## config.mk

```make
export PLATFORM = sky130hd
export DESIGN_NAME = vector_fetch_ctrl_flat
export DESIGN_NICKNAME = d
export VERILOG_FILES = /design/src/rtl/vector_fetch_ctrl_if.sv /design/src/rtl/vector_fetch_ctrl.sv /design/src/flat_wrapper.sv
export SDC_FILE = /design/constraint.sdc
export NUM_CORES = 1
export LEC_CHECK = 0
export ABC_AREA = 1
export BUFFER_PORTS_ARGS = -buffer_cell sky130_fd_sc_hd__buf_2
export CAP_MARGIN = 40
export CORE_MARGIN = 4
export CORE_UTILIZATION = 38
export CTS_BUF_LIST = sky130_fd_sc_hd__clkbuf_4 sky130_fd_sc_hd__clkbuf_8 sky130_fd_sc_hd__clkbuf_16
export DETAILED_ROUTE_END_ITERATION = 16
export PLACE_DENSITY_LB_ADDON = 0.15
export SYNTH_ARGS = -nofsm -noshare
export SYNTH_HDL_FRONTEND = slang
export SYNTH_SLANG_ARGS = --single-unit
```

## constraint.sdc

```tcl
create_clock -name clk -period 2.97 [get_ports clk]
set_input_delay 0.594 -clock clk [delete_from_list [all_inputs] [get_ports clk]]
set_output_delay 0.594 -clock clk [all_outputs]
set_load 0.005 [all_outputs]
```

## src/rtl/vector_fetch_ctrl_if.sv

```systemverilog
// Memory read bus between vector_fetch_ctrl and its two operand memories.
// master: the fetch controller; slave: the memories returning read data.
interface vector_fetch_ctrl_if #(
  parameter int DATA_WIDTH = 8,
  parameter int ADDR_WIDTH = 5
);
  logic                  mem1_en;
  logic [ADDR_WIDTH-1:0] mem1_addr;
  logic [DATA_WIDTH-1:0] mem1_rdata;
  logic                  mem2_en;
  logic [ADDR_WIDTH-1:0] mem2_addr;
  logic [DATA_WIDTH-1:0] mem2_rdata;

  modport master (
    output mem1_en, mem1_addr, mem2_en, mem2_addr,
    input  mem1_rdata, mem2_rdata
  );

  modport slave (
    input  mem1_en, mem1_addr, mem2_en, mem2_addr,
    output mem1_rdata, mem2_rdata
  );
endinterface

```

## src/rtl/vector_fetch_ctrl.sv

```systemverilog
// Fetches paired vector operands from two memories and streams element pairs to a dot-product stage.
// Optional feature: define VFC_INTER_VECTOR_GAP_EN to insert one idle issue cycle between vectors.
module vector_fetch_ctrl #(
  parameter int DATA_WIDTH   = 8,
  parameter int VECTOR_WIDTH = 4,
  parameter int ADDR_WIDTH   = 5,
  parameter int MEM_LATENCY  = 1
) (
  input  logic                  clk,
  input  logic                  rst_n,
  input  logic                  start,
  input  logic [ADDR_WIDTH-1:0] base_addr1,
  input  logic [ADDR_WIDTH-1:0] base_addr2,
  input  logic [ADDR_WIDTH-1:0] num_vectors,
  vector_fetch_ctrl_if.master   mem,
  output logic [DATA_WIDTH-1:0] mem1_input,
  output logic [DATA_WIDTH-1:0] mem2_input,
  output logic                  data_valid,
  output logic                  busy,
  output logic                  done,
  output logic [ADDR_WIDTH-1:0] vec_count
);

  localparam int IDX_W = (VECTOR_WIDTH > 1) ? $clog2(VECTOR_WIDTH) : 1;
  localparam logic [IDX_W-1:0] LAST_IDX = IDX_W'(VECTOR_WIDTH - 1);

  typedef enum logic [1:0] {IDLE, FETCH, DRAIN, DONE} state_t;

  state_t                 state;
  logic [ADDR_WIDTH-1:0]  num_vec_q;
  logic [IDX_W-1:0]       elem_idx;
  logic [ADDR_WIDTH-1:0]  vec_nxt;
  logic [MEM_LATENCY-1:0] vld_p;
  logic                   pipe_empty;

  assign vec_nxt    = vec_count + ADDR_WIDTH'(1);
  assign pipe_empty = ~|vld_p;

  // Issue stage: FSM drives the read requests one element pair per cycle
  always_ff @(posedge clk) begin
    if (!rst_n) begin
      state         <= IDLE;
      num_vec_q     <= '0;
      elem_idx      <= '0;
      vec_count     <= '0;
      busy          <= 1'b0;
      done          <= 1'b0;
      mem.mem1_en   <= 1'b0;
      mem.mem2_en   <= 1'b0;
      mem.mem1_addr <= '0;
      mem.mem2_addr <= '0;
    end else begin
      done <= 1'b0;
      case (state)
        IDLE: begin
          if (start) begin
            num_vec_q     <= num_vectors;
            vec_count     <= '0;
            elem_idx      <= '0;
            mem.mem1_addr <= base_addr1;
            mem.mem2_addr <= base_addr2;
            if (num_vectors == '0) begin
              state <= DONE;
              done  <= 1'b1;
              busy  <= 1'b0;
            end else begin
              state       <= FETCH;
              busy        <= 1'b1;
              mem.mem1_en <= 1'b1;
              mem.mem2_en <= 1'b1;
            end
          end
        end

        FETCH: begin
`ifdef VFC_INTER_VECTOR_GAP_EN
          // A low enable inside FETCH marks the inter-vector idle slot
          if (!mem.mem1_en) begin
            mem.mem1_en <= 1'b1;
            mem.mem2_en <= 1'b1;
          end else
`endif
          begin
            if (elem_idx == LAST_IDX) begin
              elem_idx  <= '0;
              vec_count <= vec_nxt;
              if (vec_nxt == num_vec_q) begin
                state       <= DRAIN;
                mem.mem1_en <= 1'b0;
                mem.mem2_en <= 1'b0;
              end else begin
                mem.mem1_addr <= mem.mem1_addr + ADDR_WIDTH'(1);
                mem.mem2_addr <= mem.mem2_addr + ADDR_WIDTH'(1);
`ifdef VFC_INTER_VECTOR_GAP_EN
                mem.mem1_en   <= 1'b0;
                mem.mem2_en   <= 1'b0;
`endif
              end
            end else begin
              elem_idx      <= elem_idx + IDX_W'(1);
              mem.mem1_addr <= mem.mem1_addr + ADDR_WIDTH'(1);
              mem.mem2_addr <= mem.mem2_addr + ADDR_WIDTH'(1);
            end
          end
        end

        DRAIN: begin
          // Leave once no issued read is still travelling through the latency pipe
          if (pipe_empty) begin
            state <= DONE;
            done  <= 1'b1;
            busy  <= 1'b0;
          end
        end

        DONE: begin
          state <= IDLE;
        end

        default: begin
          state <= IDLE;
        end
      endcase
    end
  end

  // Latency stage: tracks which cycles carry returned read data
  always_ff @(posedge clk) begin
    if (!rst_n) begin
      vld_p <= '0;
    end else begin
      vld_p[0] <= mem.mem1_en;
      for (int k = 1; k < MEM_LATENCY; k++) begin
        vld_p[k] <= vld_p[k-1];
      end
    end
  end

  // Output stage: capture read data; hold it while no pair is valid
  always_ff @(posedge clk) begin
    if (!rst_n) begin
      data_valid <= 1'b0;
      mem1_input <= '0;
      mem2_input <= '0;
    end else begin
      data_valid <= vld_p[MEM_LATENCY-1];
      if (vld_p[MEM_LATENCY-1]) begin
        mem1_input <= mem.mem1_rdata;
        mem2_input <= mem.mem2_rdata;
      end
    end
  end

endmodule

```

## src/flat_wrapper.sv

```systemverilog
// flat-port wrapper written by rule: the top's interface ports become plain ports
module vector_fetch_ctrl_flat 
#(
  parameter int DATA_WIDTH   = 8,
  parameter int VECTOR_WIDTH = 4,
  parameter int ADDR_WIDTH   = 5,
  parameter int MEM_LATENCY  = 1
)
  (clk, rst_n, start, base_addr1, base_addr2, num_vectors, mem1_input, mem2_input, data_valid, busy, done, vec_count, mem_mem1_en, mem_mem1_addr, mem_mem2_en, mem_mem2_addr, mem_mem1_rdata, mem_mem2_rdata);
  vector_fetch_ctrl_if #(.DATA_WIDTH(DATA_WIDTH), .ADDR_WIDTH(ADDR_WIDTH)) mem_i ();
  input  logic clk;
  input  logic rst_n;
  input  logic start;
  input  logic [ADDR_WIDTH-1:0] base_addr1;
  input  logic [ADDR_WIDTH-1:0] base_addr2;
  input  logic [ADDR_WIDTH-1:0] num_vectors;
  output logic [DATA_WIDTH-1:0] mem1_input;
  output logic [DATA_WIDTH-1:0] mem2_input;
  output logic data_valid;
  output logic busy;
  output logic done;
  output logic [ADDR_WIDTH-1:0] vec_count;
  output wire logic [$bits(mem_i.mem1_en)-1:0] mem_mem1_en;
  output wire logic [$bits(mem_i.mem1_addr)-1:0] mem_mem1_addr;
  output wire logic [$bits(mem_i.mem2_en)-1:0] mem_mem2_en;
  output wire logic [$bits(mem_i.mem2_addr)-1:0] mem_mem2_addr;
  input wire logic [$bits(mem_i.mem1_rdata)-1:0] mem_mem1_rdata;
  input wire logic [$bits(mem_i.mem2_rdata)-1:0] mem_mem2_rdata;
  assign mem_mem1_en = mem_i.mem1_en;
  assign mem_mem1_addr = mem_i.mem1_addr;
  assign mem_mem2_en = mem_i.mem2_en;
  assign mem_mem2_addr = mem_i.mem2_addr;
  assign mem_i.mem1_rdata = mem_mem1_rdata;
  assign mem_i.mem2_rdata = mem_mem2_rdata;
  vector_fetch_ctrl #(.DATA_WIDTH(DATA_WIDTH), .VECTOR_WIDTH(VECTOR_WIDTH), .ADDR_WIDTH(ADDR_WIDTH), .MEM_LATENCY(MEM_LATENCY)) u_core (.clk(clk), .rst_n(rst_n), .start(start), .base_addr1(base_addr1), .base_addr2(base_addr2), .num_vectors(num_vectors), .mem(mem_i), .mem1_input(mem1_input), .mem2_input(mem2_input), .data_valid(data_valid), .busy(busy), .done(done), .vec_count(vec_count));
endmodule
```

Word-level counts from Yosys, hierarchy flattened
Cells that the tools add are included.

word-level totals
  flip-flop bits (word level) = 45
  input bits = 34
  output and inout bits = 36
  logic and storage cells = 72

operators by class
  add/sub/neg operators = 4
  equality and inequality tests = 11
  mux-type cells = 33
  reductions and logical operators = 11

operators by type and width
  kind                 number
  $mux 5               8
  $pmux 5 s2           3
  $add 5x1->5 const B  3
  $mux 2               7
  $mux 1               10
  $reduce_and 3->1     3
  $pmux 2 s4           1
  $eq 2x2->1 const B   3
  $ne 2x2->1 const B   3
  $pmux 1 s2           3
  $eq 5x5->1           1
  $logic_not 5->1      1
  $reduce_and 5->1     1
  $ne 2x1->1 const B   2
  $pmux 2 s2           1
  $reduce_and 2->1     2
  $reduce_and 4->1     1
  $reduce_bool 2->1    2
  $ne 3x3->1 const B   1
  $add 2x1->2 const B  1
  $eq 2x1->1 const B   1
  $logic_not 2->1      1

Logic depth before layout (Yosys ltp)
  depth after elaboration = 5
  depth in mapped cells = 13
  gate-level depth less buffers = 13

Worst setup path after synthesis
Ideal clock, no wire load.

  path type = reg2reg
  from = register u_core.vec_count[0]
  to = register u_core.mem.mem1_addr[2]
  library setup time = 0.113 ns
  arrival time = 1.521 ns
  required time = 2.857 ns
  path slack = 1.336 ns
  cell stages (with the launch flop) = 9
  buffers on the path = 1
  clock period less this slack = 1.634 ns
  cells stage by stage = dfxtp_1 ha_1 xnor2_1 nand2_1 nor2_4 nand4_4 buf_6 a21oi_2 nor2_1

between the ends
  longest elaborated chain between the ends = 4

ends and longest elaborated chain
  element                     line                        text
  start: declaration          vector_fetch_ctrl.sv:21     output logic [ADDR_WIDTH-1:0] vec_count
  start signal: assignment    vector_fetch_ctrl.sv:86     vec_count <= vec_nxt;
  $add 5x1->5                 vector_fetch_ctrl.sv:36     assign vec_nxt = vec_count + ADDR_WIDTH'(1);
  $eq 5x5->1                  vector_fetch_ctrl.sv:87     if (vec_nxt == num_vec_q) begin
  $ne 3x3->1 (no line)        --
  $reduce_and 3->1 (no line)  --
  end signal: assignment      vector_fetch_ctrl.sv:60     mem.mem1_addr <= base_addr1;
  end signal: assignment      vector_fetch_ctrl.sv:92     mem.mem1_addr <= mem.mem1_addr + ADDR_WIDTH'(1);
  end signal: assignment      vector_fetch_ctrl.sv:101    mem.mem1_addr <= mem.mem1_addr + ADDR_WIDTH'(1);
  end: declaration            vector_fetch_ctrl_if.sv:15  output mem1_en, mem1_addr, mem2_en, mem2_addr,

No other way between the ends.
A chain may end at the register's enable or synchronous reset.

Final worst setup path
  from = register u_core.vec_count[0]
  to = register u_core.mem.mem2_addr[3]

between the ends
  longest elaborated chain between the ends = 4

ends and longest elaborated chain
  element                     line                        text
  $add 5x1->5                 vector_fetch_ctrl.sv:36
  $eq 5x5->1                  vector_fetch_ctrl.sv:87
  $ne 3x3->1 (no line)        --
  $reduce_and 3->1 (no line)  --
  end signal: assignment      vector_fetch_ctrl.sv:61     mem.mem2_addr <= base_addr2;
  end signal: assignment      vector_fetch_ctrl.sv:93     mem.mem2_addr <= mem.mem2_addr + ADDR_WIDTH'(1);
  end signal: assignment      vector_fetch_ctrl.sv:102    mem.mem2_addr <= mem.mem2_addr + ADDR_WIDTH'(1);
  end: declaration            vector_fetch_ctrl_if.sv:15

No other way between the ends.

==> flow_summary_export.csv <==
group,metric,value,unit
drt,vias_per_cell,4.82,
timing,hold_viol_final,0,
final_layout,final_util,0.480,
setup_path,critical_path_class,"reg -> reg",
setup_path,slowest_delay,0.47,ns
logic_synthesis,synthesis.instances,304,
die,die_area,6990,µm²
logic_synthesis,ys_types,27,
timing,tightestPinTransition,0.600,ns
clocking,htreeDepth,2,
drt,firstDrtPassIters,4,
drt,wire_per_inst,12.1,µm
setup_path,cp_slowest_cell,"dfxtp_1",
drt,drc,0,
final_layout,design_area,2660,µm²
timing,slew_headroom,0.600,
drt,ant_nets,0,
final_layout,final_cell_mix,"buf_2, nand2_1, nor2_1",
final_layout,nets,408,
setup_path,critPathArrivalTime,2.13,ns
setup_path,cp.required,3.19,ns
timing,drv_slew,0,
logic_synthesis,ys_ff_latch,45,
setup_path,crit_fanout,13,
setup_path,crit_end,"u_core.mem.mem2_addr[3]",
drt,drt_iter0_drc,79,
clocking,ctsResizeCount,0,
logic_synthesis,seq_area_frac_synth,0.415,
setup_path,crit_start,"u_core.vec_count[0]",
timing,setup_tns,0,ns
setup_path,r2r_end,"u_core.mem.mem2_addr[3]",
clocking,cts_setup_buffers,0,
die,initial_core_util,0.392,
die,row_count,27,
flow_run,maxCapViolCount,0,
global_routing,grt.overflow.total,0,
setup_path,path_cells,"ha_1 > inv_1 > nand2_1 > nand2_1 > nand2_1 > nand2_1 > nor2_4 > nand4_4 > nand2_4 > nand2_1 > a21oi_1",
clocking,clk_latency,0.30,ns
place,dp_hpwl,3.81,mm
clocking,numCtsBuffers,5,
drt,dr_wl_met2,2.53,mm
power,p_per_area,836,nW/µm²
setup_path,end_kind,"register",
setup_path,reg2reg_slack,1.07,ns
clocking,root_buffer,"clkbuf_8",
drt,routed_wl,5.32,mm
global_routing,grt.total_usage,0.155,
final_layout,syn2layout_area_growth,22.5,%
final_layout,diodes,0,
clocking,cts_tree,"built",
die,coreArea,5540,µm²
logic_synthesis,syn_area_per_cell,7.15,µm²
timing,clock.fmax,526,MHz
timing,layout_setup_ws,1.07,ns
global_routing,grt_pass1_vias,2060,
drt,top_layer,"met4",
setup_path,r2r-start,"u_core.vec_count[0]",
worst_hold_path,worst_hold_path_type,"reg -> reg",
setup_path,crit_path_frequent_cell,"nand2_1",
timing,finalSetupViolations,0,
logic_synthesis,syn_area,2170,µm²
place,placed_area,2540,µm²
die,ios,70,
clocking,hold_buffers,0,
final_layout,nFillCells,597,
place,gp_congestion,0.785,
final_layout,layout_commonest_cell,"buf_2",
global_routing,grt_pass1_wl,9.16,mm
setup_path,critPathLaunchType,"register",
logic_synthesis,yosys_warnings,0,
power,power.leakage,1.35,nW
timing,fin_crit_sh,0.641,
die,die_h,83.6,µm
timing,rsz0062_at_grt,"no",
global_routing,antenna_found_initial,0,
die,die-width,83.6,µm
drt,wl_met1,2.39,mm
clocking,clk_pin_slew,0.09,ns
timing,hold_ws,0.457,ns
place,io_buffer_count,69,
setup_path,ff2ff_path_depth,11,
timing,skew,0.00693,ns
drt,dr_total_vias,2120,
final_layout,drive_above_1_share,0.242,
clocking,clock_path_buffers,2,
power,ir_worst_vdd,0.000290,V
timing,fin_crit,1.90,ns
logic_synthesis,syn-num-nets,345,
outcome,run_status,"complete, no violations",
clocking,cts.sinks,45,
global_routing,grt_max_degree,32,
place,dp_slack,1.07,ns
drt,wl_met3,344,µm
worst min path at each step:
stage                                   start                  end  depth (start not counted)
after floorplan           u_core.num_vec_q[2]  u_core.num_vec_q[2]                          2
after global placement     u_core.mem.mem2_en         u_core.vld_p                          2
after detailed placement   u_core.mem.mem2_en         u_core.vld_p                          2
after CTS                  u_core.mem.mem2_en         u_core.vld_p                          2
after global routing       u_core.mem.mem2_en         u_core.vld_p                          2
final                      u_core.mem.mem2_en         u_core.vld_p                          2
registers in the layout, indices dropped and copies added, names as in the netlist:
signal	flops
u_core.mem1_input	8
u_core.mem2_input	8
u_core.mem.mem1_addr	5
u_core.mem.mem2_addr	5
u_core.num_vec_q	5
u_core.vec_count	5
u_core.elem_idx	2
u_core.state	2
u_core.busy	1
u_core.data_valid	1
u_core.done	1
u_core.mem.mem2_en	1
u_core.vld_p	1
synthesized netlist by cell type, drive strengths merged:
library cell / n / area, µm²
nand2: 67 / 262
nor2: 53 / 206
dfxtp: 45 / 901
o21ai: 28 / 140
a21oi: 26 / 141
inv: 23 / 86.3
nand3: 23 / 125
clkbuf: 7 / 26.3
ha: 7 / 87.6
buf: 6 / 41.3
nand4: 6 / 52.6
xor2: 5 / 43.8
mux2i: 2 / 20.0
nand3b: 2 / 15.0
and3: 1 / 6.26
clkinv: 1 / 3.75
nor3: 1 / 5.00
xnor2: 1 / 8.76
report_power, final:
group / internal, W / total (W) / switching (W)
Sequential: 0.000743 / 0.000861 / 0.000118
Combinational: 0.000335 / 0.000873 / 0.000538
Clock: 0.000274 / 0.000491 / 0.000217
Total: 0.00135 / 0.00222 / 0.000873
worst max-delay path, delay by kind of cell, from the launching register on:
| family | cells | cell delay [ns] |
|---|---|---|
| simple gates | 8 | 0.91 |
| flops | 1 | 0.47 |
| fa+ha+maj | 1 | 0.27 |
| compound gates | 1 | 0.12 |
| buf+inv | 1 | 0.05 |
area by class of cell:
| type | instances | area [µm²] | area share |
|---|---|---|---|
| tap | 72 | 90.1 | 0.0339 |
| inverter | 24 | 90.1 | 0.0339 |
| sequential | 45 | 901 | 0.339 |
| timing repair buffer | 69 | 345 | 0.130 |
| multi-input combinational | 222 | 1110 | 0.419 |
| clock buffer | 6 | 82.6 | 0.0310 |
| clock inverter | 2 | 37.5 | 0.0141 |
metrics by stage:
stage	cells	total power, W
floorplan	304	0.00149
global placement	432	0.00174
detailed placement	432	0.00175
CTS	440	0.00225
global route	440	0.00242
finish	440	0.00222
per-layer routing:
metal	GRT usage	vias to the layer above
met4	0.0395	0
met2	0.269	52
met5	0	-
met1	0.187	957
li1	-	1105
met3	0.0464	6
kinds of logic after synthesis:
group	count (synthesis)	synth area share
simple gates	153	0.309
xor+xnor	6	0.0242
flops	45	0.415
buf+inv	37	0.0726
compound gates	54	0.130
fa+ha+maj	7	0.0403
mux	2	0.00922
Power figures use the tool's default switching activity.
